### src/rtl/move_seq_display.sv
// Solution playback for the 8-puzzle solver: snapshots the move list on comp and shows one move per step on four 7-seg digits.
// Latency: seg*/done registered one cycle behind the state/idx registers; step_idx is the idx register itself.
// Backpressure: none; button pulses and auto-play ticks are consumed in the cycle they occur.

module msd_debounce #(
    parameter int CYC = 50000
) (
    input  logic clk,
    input  logic rst_n,
    input  logic raw,
    output logic pulse
);
    localparam int CW = $clog2(CYC + 1);
    localparam logic [CW-1:0] LAST = CW'(CYC - 1);

    logic [1:0]    sync_ff;
    logic          lvl;
    logic          lvl_q;
    logic [CW-1:0] cnt;

    // cnt counts consecutive synchronised samples that disagree with the accepted level
    always_ff @(posedge clk) begin
        if (!rst_n) begin
            sync_ff <= '0;
            lvl     <= 1'b0;
            lvl_q   <= 1'b0;
            cnt     <= '0;
        end else begin
            sync_ff <= {sync_ff[0], raw};
            lvl_q   <= lvl;
            if (sync_ff[1] == lvl) begin
                cnt <= '0;
            end else if (cnt == LAST) begin
                lvl <= sync_ff[1];
                cnt <= '0;
            end else begin
                cnt <= cnt + CW'(1);
            end
        end
    end

    assign pulse = lvl & ~lvl_q;
endmodule

module move_seq_display #(
    parameter int MAX_MOVES    = 17,
    parameter int CNT_W        = 7,
    parameter int DEBOUNCE_CYC = 50000,
    parameter int AUTO_PERIOD  = 25000000
) (
    input  logic                   clk,
    input  logic                   rst_n,
    input  logic                   comp,
    input  logic [CNT_W-1:0]       num_moves,
    input  logic [2*MAX_MOVES-1:0] ord,
    input  logic                   btn_next,
    input  logic                   btn_prev,
    input  logic                   auto_en,
    output logic [6:0]             seg3,
    output logic [6:0]             seg2,
    output logic [6:0]             seg1,
    output logic [6:0]             seg0,
    output logic [CNT_W-1:0]       step_idx,
    output logic                   done
);
    localparam int TW = $clog2(AUTO_PERIOD + 1);
    localparam logic [TW-1:0]    TLAST = TW'(AUTO_PERIOD - 1);
    localparam logic [CNT_W-1:0] MAX_N = CNT_W'(MAX_MOVES);

    localparam logic [6:0] G_U = 7'b0111110;
    localparam logic [6:0] G_P = 7'b1100111;
    localparam logic [6:0] G_D = 7'b0111101;
    localparam logic [6:0] G_O = 7'b0011101;
    localparam logic [6:0] G_R = 7'b0000101;
    localparam logic [6:0] G_I = 7'b0010000;
    localparam logic [6:0] G_L = 7'b0001110;
    localparam logic [6:0] G_E = 7'b1001111;
    localparam logic [6:0] G_N = 7'b0010101;

    typedef enum logic [1:0] {IDLE, SHOW, DONE} state_t;

    state_t                 state, state_d;
    logic [CNT_W-1:0]       idx, idx_d;
    logic [CNT_W-1:0]       snap_n, snap_n_d;
    logic [2*MAX_MOVES-1:0] snap_ord, snap_ord_d;
    logic [TW-1:0]          timer, timer_d;
    logic [CNT_W-1:0]       n_clamp;
    logic                   nxt_p, prv_p;
    logic                   nxt_only, prv_only, btn_any, auto_tick, at_last;
    logic [1:0]             mv;
    logic [27:0]            seg_d, seg_q;
    logic                   done_d, done_q;

    function automatic logic [6:0] digit(input logic [7:0] d);
        case (d)
            8'd0:    return 7'b1111110;
            8'd1:    return 7'b0110000;
            8'd2:    return 7'b1101101;
            8'd3:    return 7'b1111001;
            8'd4:    return 7'b0110011;
            8'd5:    return 7'b1011011;
            8'd6:    return 7'b1011111;
            8'd7:    return 7'b1110000;
            8'd8:    return 7'b1111111;
            8'd9:    return 7'b1111011;
            default: return 7'b0000000;
        endcase
    endfunction

    // Repeated subtraction is enough: values never exceed 99
    function automatic logic [13:0] num_glyphs(input logic [7:0] v);
        logic [7:0] tens;
        logic [7:0] r;
        tens = '0;
        r    = v;
        for (int i = 0; i < 9; i++) begin
            if (r >= 8'd10) begin
                r    = r - 8'd10;
                tens = tens + 8'd1;
            end
        end
        return {digit(tens), digit(r)};
    endfunction

    msd_debounce #(.CYC(DEBOUNCE_CYC)) u_db_next (
        .clk   (clk),
        .rst_n (rst_n),
        .raw   (btn_next),
        .pulse (nxt_p)
    );

    msd_debounce #(.CYC(DEBOUNCE_CYC)) u_db_prev (
        .clk   (clk),
        .rst_n (rst_n),
        .raw   (btn_prev),
        .pulse (prv_p)
    );

    assign n_clamp   = (num_moves > MAX_N) ? MAX_N : num_moves;
    assign nxt_only  = nxt_p & ~prv_p;
    assign prv_only  = prv_p & ~nxt_p;
    assign btn_any   = nxt_p | prv_p;
    assign auto_tick = auto_en && (timer == TLAST) && !btn_any;
    assign at_last   = (idx == snap_n - CNT_W'(1));

    always_comb begin
        mv = 2'b00;
        for (int k = 0; k < MAX_MOVES; k++) begin
            if (idx == CNT_W'(k)) mv = snap_ord[2*k +: 2];
        end
    end

    always_comb begin
        state_d    = state;
        idx_d      = idx;
        snap_n_d   = snap_n;
        snap_ord_d = snap_ord;
        timer_d    = '0;
        if (!comp) begin
            state_d = IDLE;
            idx_d   = '0;
        end else begin
            case (state)
                IDLE: begin
                    snap_ord_d = ord;
                    snap_n_d   = n_clamp;
                    idx_d      = '0;
                    state_d    = (n_clamp != '0) ? SHOW : DONE;
                end
                SHOW: begin
                    if (nxt_only || auto_tick) begin
                        if (at_last) state_d = DONE;
                        else         idx_d   = idx + CNT_W'(1);
                    end else if (prv_only && idx != '0) begin
                        idx_d = idx - CNT_W'(1);
                    end
                    // a tick or any button pulse restarts the auto-play period
                    if (auto_en && !btn_any && !auto_tick) timer_d = timer + TW'(1);
                end
                DONE: begin
                    if (prv_only && snap_n != '0) begin
                        state_d = SHOW;
                        idx_d   = snap_n - CNT_W'(1);
                    end
                end
                default: state_d = IDLE;
            endcase
        end
    end

    always_comb begin
        seg_d  = '0;
        done_d = 1'b0;
        case (state)
            SHOW: begin
                case (mv)
                    2'b00:   seg_d[27:14] = {G_U, G_P};
                    2'b01:   seg_d[27:14] = {G_D, G_O};
                    2'b10:   seg_d[27:14] = {G_R, G_I};
                    default: seg_d[27:14] = {G_L, G_E};
                endcase
                seg_d[13:0] = num_glyphs(8'(idx) + 8'd1);
            end
            DONE: begin
                seg_d  = {G_E, G_N, num_glyphs(8'(snap_n))};
                done_d = 1'b1;
            end
            default: ;
        endcase
    end

    always_ff @(posedge clk) begin
        if (!rst_n) begin
            state    <= IDLE;
            idx      <= '0;
            snap_n   <= '0;
            snap_ord <= '0;
            timer    <= '0;
            seg_q    <= '0;
            done_q   <= 1'b0;
        end else begin
            state    <= state_d;
            idx      <= idx_d;
            snap_n   <= snap_n_d;
            snap_ord <= snap_ord_d;
            timer    <= timer_d;
            seg_q    <= seg_d;
            done_q   <= done_d;
        end
    end

    assign {seg3, seg2, seg1, seg0} = seg_q;
    assign done     = done_q;
    assign step_idx = idx;
endmodule
### config.mk
export PLATFORM = sky130hd
export DESIGN_NAME = move_seq_display
export DESIGN_NICKNAME = d
export VERILOG_FILES = /design/src/rtl/move_seq_display.sv
export SDC_FILE = /design/constraint.sdc
export NUM_CORES = 1
export LEC_CHECK = 0
export ABC_AREA = 1
export CAP_MARGIN = 20
export CELL_PAD_IN_SITES_DETAIL_PLACEMENT = 1
export CELL_PAD_IN_SITES_GLOBAL_PLACEMENT = 1
export CORE_MARGIN = 1
export CORE_UTILIZATION = 39
export CTS_CLUSTER_DIAMETER = 30
export DETAILED_ROUTE_END_ITERATION = 8
export PLACE_DENSITY_LB_ADDON = 0.1
export RECOVER_POWER = 100
export SKIP_CTS_REPAIR_TIMING = 1
export SLEW_MARGIN = 20
export SYNTH_ARGS = -nofsm -noshare
export SYNTH_HDL_FRONTEND = slang
export SYNTH_SLANG_ARGS = --single-unit
### constraint.sdc
create_clock -name clk -period 8 [get_ports clk]
set_input_delay 1.2 -clock clk [delete_from_list [all_inputs] [get_ports clk]]
set_output_delay 1.2 -clock clk [all_outputs]
set_load 0.02 [all_outputs]
# Word-level counts from Yosys, hierarchy flattened
# Memories as Yosys holds them, arrays and structs flattened.
# Index checks and enable logic that the tools add are counted.
dict set report classes {
  addsub 41
  n_lt_le_gt_ge 19
  eq_ne 31
  muxes 107
  n_bitwise 12
  n_reduce_logical 29
}
# op count
set ops {}
lappend ops {{2-to-1 mux 8 bit} 70}
lappend ops {{greater-or-equal comparator 8 x 4 -> 1 bit, second input constant} 17}
lappend ops {{subtractor 8 x 4 -> 8 bit, second input constant} 17}
lappend ops {{adder 8 x 1 -> 8 bit, second input constant} 16}
lappend ops {{2-to-1 mux 7 bit} 9}
lappend ops {{== test 7 x 4 -> 1 bit, second input constant} 8}
lappend ops {{case mux 28 bit (2 select lines)} 1}
lappend ops {{2-to-1 mux 2 bit} 21}
lappend ops {{case mux 13 bit (3 select lines)} 1}
lappend ops {{adder 16 x 1 -> 16 bit, second input constant} 2}
lappend ops {{== test 16 bit, second input constant} 2}
lappend ops {{== test 7 x 3 -> 1 bit, second input constant} 4}
lappend ops {{adder 25 x 1 -> 25 bit, second input constant} 1}
lappend ops {{== test 25 bit, second input constant} 1}
lappend ops {{case mux 7 bit (3 select lines)} 1}
lappend ops {{nonzero test 7 bit} 3}
lappend ops {{logical NOT 4 bit} 4}
lappend ops {{== test 7 x 2 -> 1 bit, second input constant} 2}
lappend ops {{subtractor 7 x 1 -> 7 bit, second input constant} 2}
lappend ops {{adder 7 x 1 -> 8 bit, second input constant} 1}
lappend ops {{AND reduction 2 bit} 4}
lappend ops {{AND reduction 4 bit} 2}
lappend ops {{subtractor 7 x 4 -> 8 bit, second input constant} 1}
lappend ops {{adder 7 x 1 -> 7 bit, second input constant} 1}
lappend ops {{23 further kinds} 48}
dict set report word_totals {
  regBits 144
  mem_bits_ro 448
  in_bits 47
  out_inout_bits 36
  wordCells 258
  memories 4
}
# name words word_bits rd rd_clocked_by_memory_dff write_ports line
set mem_list {}
lappend mem_list {{(no name shown)} 16 7 1 0 0 95} ;# case (d)
lappend mem_list {{(no name shown)} 16 7 1 0 0 95}
lappend mem_list {{(no name shown)} 16 7 1 0 0 95}
lappend mem_list {{(no name shown)} 16 7 1 0 0 95}

# Depth between registers and ports, before layout
dict set report depth {
  depth_word 31
  depth_mapped 85
  depth_no_buf 82
}

# Cells and area by module
# Synthesis repeated with hierarchy kept, for this count alone.
dict set report unflattened {
  cells_unflattened 2031
  area_unflattened_um2 12717.2
}
# module n_inst cells_each area_each_um2 seq_area_each_um2
set modules_own_cells {}
lappend modules_own_cells {move_seq_display 1 1765 10826.6 1961.9}
lappend modules_own_cells {{msd_debounce (u_db_next)} 1 134 963.4 400.4}
lappend modules_own_cells {{msd_debounce (u_db_prev)} 1 132 927.1 400.4}

# Least setup slack after synthesis
# No wires, ideal clock.
dict set report synth_path {
  path_type {register to register}
  start {register snap_n[2]}
  end {register seg_q[10]}
  setup_time_ns 0.070
  arrival_ns 8.197
  required_ns 7.930
  setup_slack_ns -0.267
  path_stages_with_launch 83
  path_buffers 4
  period_less_slack_ns 8.267
  path_cell_list {dfxtp_1 -> inv_2 -> ha_1 -> nand3_2 -> nand3_4 -> nand2_1 -> nand2_2 -> ha_1 -> nand2_1 -> inv_1 -> nand3_1 -> nand2_1 -> nor2_1 -> nand3_1 -> nand2_2 -> inv_1 -> ha_1 -> inv_1 -> (+47 left out) -> ha_1 -> nand2_1 -> nand3b_4 -> nand3_4 -> buf_6 -> nand3_2 -> nand2_2 -> nor2_8 -> nand2_4 -> buf_6 -> xor2_1 -> inv_1 -> ha_1 -> inv_1 -> nand2_1 -> nand3_1 -> nand3_1 -> a21oi_1}
}
dict set report synth_between {
  elab_chain_cells 30
  word_cells_on_any_way 63
  classes_between {16 x add/sub; 9 x order compare; 36 x mux; 1 x reduce/logical; 1 x memory}
}
# element line
set synth_lines {}
lappend synth_lines {{start: declaration} 84} ;# logic [CNT_W-1:0] snap_n, snap_n_d;
lappend synth_lines {{start signal: assignment} 224} ;# snap_n <= snap_n_d;
lappend synth_lines {{greater-or-equal comparator 7 x 4 -> 1 bit / subtractor 7 x 4 -> 8 bit (equally long branches)} {117, 118}}
lappend synth_lines {{2-to-1 mux 1 bit / 2-to-1 mux 8 bit (equally long branches)} 117} ;# if (r >= 8'd10) begin
lappend synth_lines {{2-to-1 mux 8 bit} 194} ;# case (state)
lappend synth_lines {{adder 8 x 1 -> 8 bit, or another cell as far along} 119} ;# tens = tens + 8'd1;
lappend synth_lines {{2-to-1 mux 8 bit} 117}
lappend synth_lines {{2-to-1 mux 8 bit} 194}
lappend synth_lines {{adder 8 x 1 -> 8 bit, or another cell as far along} 119}
lappend synth_lines {{2-to-1 mux 8 bit} 117}
lappend synth_lines {{(+14 left out)} n/a}
lappend synth_lines {{2-to-1 mux 8 bit} 117}
lappend synth_lines {{2-to-1 mux 8 bit} 194}
lappend synth_lines {{adder 8 x 1 -> 8 bit / greater-or-equal comparator 8 x 4 -> 1 bit (equally long branches)} {119, 117}}
lappend synth_lines {{2-to-1 mux 8 bit *} 117}
lappend synth_lines {{2-to-1 mux 8 bit *} 194}
lappend synth_lines {{memory read (16 x 7 bit) / logical NOT 4 bit (equally long branches)} n/a}
lappend synth_lines {{2-to-1 mux 7 bit *} 95}
lappend synth_lines {{case mux 28 bit (2 select lines) *} 194}
lappend synth_lines {{end signal: assignment} 227} ;# seg_q <= seg_d;
lappend synth_lines {{end: declaration} 91} ;# logic [27:0] seg_d, seg_q;
# Every way passes the cells marked *; elsewhere a longest branch is shown, timed or not. The select of a mux whose other input is x is not followed.
# A chain may end at the register's enable or synchronous reset.

# Final worst setup path
dict set report layout_path {
  start {register snap_n[1]}
  end {register seg_q[5]}
}
dict set report layout_between {
  elab_chain_cells 30
  word_cells_on_any_way 40
  classes_between {9 x add/sub; 9 x order compare; 20 x mux; 1 x reduce/logical; 1 x memory}
}
# element line
set layout_lines {}
lappend layout_lines {{subtractor 7 x 4 -> 8 bit / greater-or-equal comparator 7 x 4 -> 1 bit (equally long branches)} {118, 117}}
lappend layout_lines {{2-to-1 mux 8 bit *} 117}
lappend layout_lines {{2-to-1 mux 8 bit *} 194}
lappend layout_lines {{subtractor 8 x 4 -> 8 bit / greater-or-equal comparator 8 x 4 -> 1 bit (equally long branches)} {118, 117}}
lappend layout_lines {{2-to-1 mux 8 bit *} 117}
lappend layout_lines {{2-to-1 mux 8 bit *} 194}
lappend layout_lines {{subtractor 8 x 4 -> 8 bit / greater-or-equal comparator 8 x 4 -> 1 bit (equally long branches)} {118, 117}}
lappend layout_lines {{2-to-1 mux 8 bit *} 117}
lappend layout_lines {{(+14 left out)} n/a}
lappend layout_lines {{2-to-1 mux 8 bit *} 117}
lappend layout_lines {{2-to-1 mux 8 bit *} 194}
lappend layout_lines {{subtractor 8 x 4 -> 8 bit / greater-or-equal comparator 8 x 4 -> 1 bit (equally long branches)} {118, 117}}
lappend layout_lines {{2-to-1 mux 8 bit *} 117}
lappend layout_lines {{2-to-1 mux 8 bit *} 194}
lappend layout_lines {{memory read (16 x 7 bit) / logical NOT 4 bit (equally long branches)} n/a}
lappend layout_lines {{2-to-1 mux 7 bit *} 95}
lappend layout_lines {{case mux 28 bit (2 select lines) *} 194}
# Marks and branches as above.

==> reports/results.txt <==
Slew HR: 0.3315
Worst path max stage delay: 0.40 ns
# rows: 65
Max Used Layer: met4
ANT nets after route: 0
height of the die: 180.9 um
vias in the first global route: 12991
dominant synthesized flop cell: dfxtp_1
CP Class: reg -> reg
cells after synthesis: 2018
Clock Skews: 0.03403 ns
fin. max-slew vios: 0
met2 wire length: 19480 um
transition time of the tightest slew-check pin: 1.000 ns
Multi-input gate area: 9180 um^2
H-tree levels: 4
Worst EP arrival: 8.53 ns
Seq/Total Area, Yosys: 0.2213
Final Cycle Share: 1.029
io pins: 83
Post-synth EDFFs: 0
CP required: 8.30 ns
Synth top area share: 0.2213
Worst path slowest cell: dfxtp_4
setup ws final: -0.2316 ns
drt via density: 5.147
latest clock arrival within the worst-skew pair: 0.46 ns
Final setup viols: 14
first drt pass iteration count: 4
CTS Buf Count: 17
final wirelength: 39230 um
initial antenna violation count: 0
Syn. warnings: 0
drt drc: 0
Design Area, Final: 15970 um^2
Filler Cell Count: 4213
clk buf depth: 2
syn_area_per_cell: 6.186 um^2
pre-CTS WS: -0.6377 ns
Starting DRT DRC Count: 506
Storage cell area: 2771 um^2
Root Driver: clkbuf_16
status: finished, violations left
violated checks: negative setup slack
Mapped Area: 12480 um^2
Vias: 13445
Yosys top cell by area: dfxtp_1
I/O Buffers: 82
type of the worst min-delay path: reg -> reg
RSZ-0062 raised after global routing: yes
WL/cell: 15.02 um
library cells used by synthesis: 63
crit path launch type: flop
area growth from synthesis to layout: 27.90%
Die X: 180.9 um
layout cells sized above 1: 0.2063
Fin. Hold Viols: 0
setup_tns: -2.604 ns
GRT Overall Usage: 0.2202
Area contributors post-synth: dfxtp_1, nand2_1, inv_1
hpwl dp: 28430 um
GPL Wtd Cong: 0.8363
first-pass GRT wire length: 60580 um
crit path time final: 8.232 ns
M1 wire length: 18170 um
total grt overflow: 0
Clock transition at path regs: 0.07 ns
Max Cap Violations: 0
FFs w/ async S/R, synth: 0
Syn Nets: 2135
Area after DPL: 13950 um^2
Fmax achieved: 121.5 MHz
CTS tree: built
largest net degree at the start of global routing: 56
ant diodes: 0
synth cell count leaders: nand2_1, inv_1, nor2_1, nand3_1, dfxtp_1
Core Area: 31560 um^2
most frequent cell after synthesis: nand2_1
nets: 2314
initial core utilization: 0.3956
CTS sink count: 138
CP Capture Type: flop
largest fanout on the critical path: 8
Util after Layout: 0.5060
Synth Register Bits: 138
Worst path most repeated cell: nand2_2
WL met3: 996 um
die area: 32730 um^2
## critical path: cells and delay by family (launching register included)
family	cells	cell delay, ns
compound gates	1	0.05
fa+ha+maj	8	1.23
simple gates	52	4.92
flops	1	0.40
buf+inv	18	1.42
## worst paths after layout
kind | from | to | slack (ns) | depth (start not counted)
worst max-delay path | snap_n[1] | seg_q[5] | -0.23 | 79
worst min-delay path | u_db_prev.sync_ff[0] | u_db_prev.sync_ff[1] | 0.42 | 2
worst max register to register | snap_n[1] | seg_q[5] | -0.23 | 79
worst min register to register | u_db_prev.sync_ff[0] | u_db_prev.sync_ff[1] | 0.42 | 2
## layout by cell type (no fill, tap or decap), types with 6 or more instances in the layout
cell type        Yosys  final
nand2_1            492    443
inv_1              272    246
nor2_1             247    239
nand3_1            182    163
dfxtp_1            138    135
buf_4                6     95
nand2_2             70     90
o21ai_0             89     86
clkdlybuf4s50_1      0     81
a21oi_1             76     70
ha_1                70     52
nand4_1             47     47
inv_2               25     45
xor2_1              49     44
nand2_4             10     37
nor3_1              37     35
nand3_2             13     26
clkbuf_16            0     17
nand3_4              8     15
ha_4                 0     15
nor2_4              11     14
nor2_2               9     14
xnor2_1             13     13
nor4_1              13     13
nand3b_1            12     12
buf_6                6     12
a211oi_1            11     11
a21oi_2              6      9
nor3b_1             10      9
o21ai_1              5      7
o22ai_1              7      7
inv_4                0      6
or2_2                6      6
## state kept, by name (all words and copies together), names as in the netlist
| register | count |
|---|---|
| seg_q | 23 |
| u_db_prev.cnt | 16 |
| state | 2 |
| u_db_next.lvl | 1 |
| u_db_next.sync_ff | 2 |
| snap_n | 7 |
| u_db_next.lvl_q | 1 |
| u_db_prev.lvl_q | 1 |
| snap_ord | 34 |
| u_db_prev.sync_ff | 2 |
| u_db_prev.lvl | 1 |
| u_db_next.cnt | 16 |
| step_idx | 7 |
| timer | 25 |
## kinds of logic after synthesis
group,synth area share
xor+xnor,0.04480
buf+inv,0.1087
compound gates,0.1039
mux,0.0009020
fa+ha+maj,0.07016
simple gates,0.4501
flops,0.2213
## per-layer routing
| metal | global-route usage | up-vias |
|---|---|---|
| li1 | - | 6851 |
| met1 | 0.2852 | 6386 |
| met2 | 0.3816 | 169 |
| met3 | 0.02882 | 39 |
| met4 | 0.05949 | 0 |
| met5 | 0 | - |
## through the flow
| step | instances | hold slack, ns |
|---|---|---|
| CTS | 2543 | 0.4292 |
| global route | 2612 | 0.4545 |
| finish | 2612 | 0.4229 |
| detailed placement | 2511 | 0.4168 |
| floorplan | 2018 | 0.3905 |
| global placement | 2511 | 0.4077 |
## layout make-up
class | count | share of cell area
tap | 402 | 0.03150
sequential | 138 | 0.1736
multi-input combinational | 1542 | 0.5750
timing repair buffer | 195 | 0.1114
inverter | 303 | 0.07256
clock inverter | 13 | 0.008855
clock buffer | 19 | 0.02711
Power is not shown: default switching activity piles up to over one toggle a cycle in this logic, so the estimate is an artifact.
